==> src/rtl/popcount_accum_neuron_pkg.sv <==
// Shared types for the popcount accumulate neuron: ternary output encoding,
// FSM state type and the signed accumulator width helper.
package popcount_pkg;

   typedef logic [1:0] trit_t;

   localparam trit_t TRIT_ZERO = 2'b00;
   localparam trit_t TRIT_POS  = 2'b01;
   localparam trit_t TRIT_NEG  = 2'b11;

   typedef enum logic [1:0] {
      ST_ACCUM = 2'd0,
      ST_DRAIN = 2'd1,
      ST_HOLD  = 2'd2
   } state_e;

   // One bit of headroom beyond the magnitude of a full group keeps the sum signed.
   function automatic int sum_width(input int width, input int beats);
      return $clog2(width * beats + 1) + 1;
   endfunction

endpackage

==> src/rtl/popcount_accum_neuron_tree.sv <==
// Combinational popcount of one activation mask. Defining POPCNT_APPROX_EN
// drops the count LSB (count & ~1) to trade one unit of accuracy for a cheaper adder.
module popcount_tree #(
   parameter int WIDTH = 16,
   localparam int CNT_W = $clog2(WIDTH + 1)
) (
   input  logic [WIDTH-1:0] vec_i,
   output logic [CNT_W-1:0] cnt_o
);

   always_comb begin
      cnt_o = '0;
      for (int i = 0; i < WIDTH; i++) begin
         cnt_o = cnt_o + CNT_W'(vec_i[i]);
      end
`ifdef POPCNT_APPROX_EN
      cnt_o[0] = 1'b0;
`endif
   end

endmodule

==> src/rtl/popcount_accum_neuron.sv <==
// Ternary neuron: accumulates popcount(pos)-popcount(neg) over BEATS beats and
// thresholds the group sum. Optional build macro: POPCNT_APPROX_EN (see popcount_tree).
module popcount_accum_neuron
   import popcount_pkg::*;
#(
   parameter int WIDTH = 16,
   parameter int BEATS = 4,
   localparam int SUM_W = sum_width(WIDTH, BEATS)
) (
   input  logic                    clk,
   input  logic                    rst,
   input  logic                    in_valid,
   output logic                    in_ready,
   input  logic [WIDTH-1:0]        in_pos,
   input  logic [WIDTH-1:0]        in_neg,
   input  logic signed [SUM_W-1:0] thr_hi,
   input  logic signed [SUM_W-1:0] thr_lo,
   output logic                    out_valid,
   input  logic                    out_ready,
   output logic [1:0]              out_trit,
   output logic signed [SUM_W-1:0] out_sum,
   output logic [1:0]              dbg_state
);

   // Handshake rule on both sides: a transfer happens on a rising edge where
   // valid and ready are both high; nothing else moves data.

   localparam int CNT_W = $clog2(WIDTH + 1);
   localparam int BC_W  = (BEATS > 1) ? $clog2(BEATS) : 1;

   logic [CNT_W-1:0]        pos_cnt, neg_cnt;
   logic signed [SUM_W-1:0] beat_d;

   state_e                  state_q, state_d;
   logic                    rdy_q, rdy_d;
   logic [BC_W-1:0]         in_cnt_q, in_cnt_d;
   logic                    s1_valid_q, s1_valid_d;
   logic signed [SUM_W-1:0] s1_q, s1_d;
   logic signed [SUM_W-1:0] acc_q, acc_d;
   logic signed [SUM_W-1:0] out_sum_q, out_sum_d;
   trit_t                   out_trit_q, out_trit_d;

   logic                    accept, last_beat, out_hs;
   logic signed [SUM_W-1:0] final_sum;

   popcount_tree #(.WIDTH(WIDTH)) u_pos_tree (.vec_i(in_pos), .cnt_o(pos_cnt));
   popcount_tree #(.WIDTH(WIDTH)) u_neg_tree (.vec_i(in_neg), .cnt_o(neg_cnt));

   assign beat_d    = $signed(SUM_W'(pos_cnt)) - $signed(SUM_W'(neg_cnt));
   assign accept    = in_valid & rdy_q;
   assign last_beat = (in_cnt_q == BC_W'(BEATS - 1));
   assign out_hs    = (state_q == ST_HOLD) & out_ready;
   assign final_sum = acc_q + s1_q;

   always_comb begin
      state_d    = state_q;
      in_cnt_d   = in_cnt_q;
      s1_valid_d = accept;
      s1_d       = s1_q;
      acc_d      = acc_q;
      out_sum_d  = out_sum_q;
      out_trit_d = out_trit_q;

      if (accept) begin
         s1_d = beat_d;
         if (!last_beat) begin
            in_cnt_d = in_cnt_q + BC_W'(1);
         end
      end

      if (s1_valid_q) begin
         acc_d = final_sum;
      end

      case (state_q)
         ST_ACCUM: begin
            if (accept && last_beat) begin
               state_d = ST_DRAIN;
            end
         end
         ST_DRAIN: begin
            // The only stage-1 entry seen in DRAIN is the group's final beat.
            if (s1_valid_q) begin
               state_d   = ST_HOLD;
               out_sum_d = final_sum;
               if (final_sum >= thr_hi) begin
                  out_trit_d = TRIT_POS;
               end else if (final_sum <= thr_lo) begin
                  out_trit_d = TRIT_NEG;
               end else begin
                  out_trit_d = TRIT_ZERO;
               end
            end
         end
         ST_HOLD: begin
            if (out_hs) begin
               state_d  = ST_ACCUM;
               acc_d    = '0;
               in_cnt_d = '0;
            end
         end
         default: state_d = ST_ACCUM;
      endcase

      rdy_d = (state_d == ST_ACCUM);
   end

   always_ff @(posedge clk or posedge rst) begin
      if (rst) begin
         state_q    <= ST_ACCUM;
         rdy_q      <= 1'b0;
         in_cnt_q   <= '0;
         s1_valid_q <= 1'b0;
         s1_q       <= '0;
         acc_q      <= '0;
         out_sum_q  <= '0;
         out_trit_q <= TRIT_ZERO;
      end else begin
         state_q    <= state_d;
         rdy_q      <= rdy_d;
         in_cnt_q   <= in_cnt_d;
         s1_valid_q <= s1_valid_d;
         s1_q       <= s1_d;
         acc_q      <= acc_d;
         out_sum_q  <= out_sum_d;
         out_trit_q <= out_trit_d;
      end
   end

   assign in_ready  = rdy_q;
   assign out_valid = (state_q == ST_HOLD);
   assign out_sum   = out_sum_q;
   assign out_trit  = out_trit_q;
   assign dbg_state = state_q;

endmodule

==> config.mk <==
export PLATFORM = sky130hd
export DESIGN_NAME = popcount_accum_neuron
export DESIGN_NICKNAME = d
export VERILOG_FILES = /design/src/rtl/popcount_accum_neuron_pkg.sv /design/src/rtl/popcount_accum_neuron_tree.sv /design/src/rtl/popcount_accum_neuron.sv
export SDC_FILE = /design/constraint.sdc
export NUM_CORES = 1
export LEC_CHECK = 0
export ABC_AREA = 1
export CORE_UTILIZATION = 53
export CTS_CLUSTER_DIAMETER = 100
export DETAILED_ROUTE_END_ITERATION = 10
export PLACE_DENSITY = 0.84
export REMOVE_ABC_BUFFERS = 1
export SYNTH_ARGS = -nofsm -noshare
export SYNTH_HDL_FRONTEND = slang
export SYNTH_SLANG_ARGS = --single-unit
export TNS_END_PERCENT = 30
==> constraint.sdc <==
create_clock -name clk -period 5.26 [get_ports clk]
set_clock_uncertainty 0.05 [all_clocks]
set_input_delay 0.789 -clock clk [delete_from_list [all_inputs] [get_ports clk]]
set_output_delay 0.789 -clock clk [all_outputs]
set_load 0.05 [all_outputs]
==> impl_metrics.ini <==
[run_status]
status = finished clean

[floorplanning]
die_w_um = 76.1
die_h_um = 76.1
fp.dieArea_mm2 = 0.00579
ios = 66
num_rows = 26
start_util = 0.559
core-area_mm2 = 0.00520

[drt]
num_vias = 2479
ant_nets = 0
drc = 0
wl_met3_um = 312
drt-initial-drc-count = 78
wl_per_cell_um = 11.9
wl_um = 6000
m1WireLength_um = 2470
met2_length_um = 3050
drtPass1Iterations = 4
dr.max_layer_used = met4
vias_per_cell = 4.91

[global_routing]
grt_util_all_layers = 0.228
grt_pass1_wl_um = 10400
grt_max_degree = 31
grt_antenna_before_repair = 0
grt-ovfl-total = 0
grt_pass1_vias = 2510

[critical_path]
worstPathRequired_ps = 5400
cp_max_fo = 4
start_kind = primary input
critPathSlowestCell = fa_1
worst_path_largest_cell_delay_ps = 540
worstPathArrival_ps = 5280
critPathCaptureType = flip-flop
reg2reg_from = s1_q[0]$_DFFE_PP0P_
path_cells = clkdlybuf4s50_1 -> ha_1 -> inv_1 -> fa_1 -> fa_1 -> fa_1 -> fa_1 -> fa_2 -> fa_2 -> xor2_1 -> ha_1 -> a21oi_1 -> nand2_1 -> nand2_1 -> a21oi_1 -> o31ai_1
ff2ff_path_depth = 15
r2r_slack_ps = 2430
crit_type = in2reg
timing.critical_path.buf_inv = 2
worst_path_most_repeated_cell = fa_1
crit_family = adder cells
timing.rr.end = out_trit[0]$_DFFE_PP0P_

[logic_synthesis]
ys_types = 28
yosys.area_share.xor_xnor = 0.0297
synth_adder_area_share = 0.315
synth_top_family_by_area = adder cells
ys_warn_count = 0
syn_avg_cell_area_um2 = 8.03
synth.largest_area_cell = dfrtp_1
synthArstFlopShare = 1.00
syn-instance-count = 362
synth_compound_area_frac = 0.0839
synth-simple-area-share = 0.184
synth_top_area_frac = 0.258
syn_area_mm2 = 0.00291
synth_area_leaders = dfrtp_1, ha_1, fa_1, inv_1, nand2_1
ys_ff_latch = 30
synthFlopType = dfrtp_1
synth_edf_count = 0
muxShareOfSynthArea = 0
ys_seq_area_frac = 0.258

[timing]
min_period_ps = 5140
worstMarginPinSlew_ps = 511
finalHoldViolCount = 0
drv_slew = 0
rsz0062_at_grt = true
slew_headroom = 0.659
fin_crit_sh = 0.978
timing.hold.ws_ps = 427
setup_viol = 0
fmax_ghz = 0.194

[finish]
nNetsFinal = 546
drive_gt1_frac = 0.0759
syn2layout_area_growth_pct = 29.2
num_antenna_cells = 0
final_util = 0.722

[place]
dp_hpwl_um = 4990
numPortBuffers = 65
place_congestion = 0.843

[flow_run]
drv_cap = 0

[clock_tree]
cts_made_buffers = 5
clockBufferDepth = 2
cts.clk_slew.worst_paths_ps = 70
cts_max_level = 2
cts_tree = done
clock-sinks = 30
clock_latency_ps = 280
ctsRootBufferMaster = clkbuf_8

[worst_hold_path]
whs_path_depth = 2
min_to = out_sum[6]$_DFFE_PP0P_
hp-class = reg2reg
min_from = out_sum[6]$_DFFE_PP0P_
==> worst min-delay path, cell delays in order, from the launching register on <==
cell     delay, ps
dfrtp_1        340
nand2_1         50
nand2_1         50
==> sequential cells by signal, summed over array words and instances (netlist names) <==
name / cells
out_trit: 2
s1_q: 6
out_sum: 8
acc_q: 8
in_ready: 1
in_cnt_q: 2
s1_valid_q: 1
dbg_state: 2
==> how the worst max path moves through the flow <==
stage | from | to | slack [ps] | cells past startpoint
6_report | in_neg[0] | s1_q[6]$_DFFE_PP0P_ | 120 | 16
3_5_place_dp | in_neg[0] | s1_q[6]$_DFFE_PP0P_ | -310 | 16
5_1_grt | in_pos[0] | s1_q[4]$_DFFE_PP0P_ | -40 | 15
4_1_cts | in_neg[0] | s1_q[6]$_DFFE_PP0P_ | 30 | 16
2_1_floorplan | in_neg[0] | s1_q[6]$_DFFE_PP0P_ | 380 | 15
3_3_place_gp | in_neg[0] | s1_q[6]$_DFFE_PP0P_ | -120 | 16
==> kinds of logic (layout without fill, tap and decap cells) <==
| logic type | after synthesis | count (layout) |
|---|---|---|
| compound gates | 42 | 42 |
| buf+inv | 98 | 171 |
| xor+xnor | 9 | 9 |
| fa+ha+maj | 60 | 60 |
| flops | 30 | 30 |
| simple gates | 123 | 123 |
==> per-stage QoR <==
stage	cell area (µm²)	TNS, ps	std cells	worst slack, ps
final	3760	0	505	116
after global placement	3650	-300	497	-122
after global routing	3760	-68.3	505	-35.8
after floorplan	2890	0	359	381
after CTS	3750	0	505	28.5
after detailed placement	3650	-939	497	-312
==> area by class of cell <==
class,instances,area (µm²)
multi-input combinational,234,1790
inverter,95,357
timing repair buffer,68,673
clock inverter,2,12.5
tap,70,87.6
fill,421,1450
sequential,30,751
clock buffer,6,82.6
==> synthesized netlist by cell type, types with 3 or more instances <==
master    n
inv_1    95
nand3_1  15
nand2_1  78
fa_1     22
nand2_2   6
nand4_1   3
xor2_1    6
a21oi_1  15
o21ai_0  19
nor2_1   14
dfrtp_1  30
ha_1     38
==> repair_timing <==
action / 4_1_cts / 5_1_grt
pin swaps: 0 / 6
endpoints found under the setup margin: 1 / 4
endpoints found under the hold margin: 0 / 0
setup buffers: 0 / 0
resized for setup: 1 / 6
hold buffers: 0 / 0
==> cell usage in the layout (no fill, tap or decap), drive strengths merged, types with 6 or more instances in the layout <==
cell / Yosys / routed
a21oi: 16 / 16
clkbuf: 1 / 6
clkdlybuf4s50: 0 / 65
dfrtp: 30 / 30
fa: 22 / 22
ha: 38 / 38
inv: 95 / 95
nand2: 86 / 86
nand3: 16 / 16
nor2: 15 / 15
o21ai: 19 / 19
xor2: 7 / 7
==> layer usage <==
layer	up-vias	global-route usage
met4	0	0.121
met1	1128	0.251
met5	-	0
li1	1245	-
met2	90	0.408
met3	16	0.0515
Power is not shown: default switching activity piles up to over one toggle a cycle in this logic, so the estimate is an artifact.
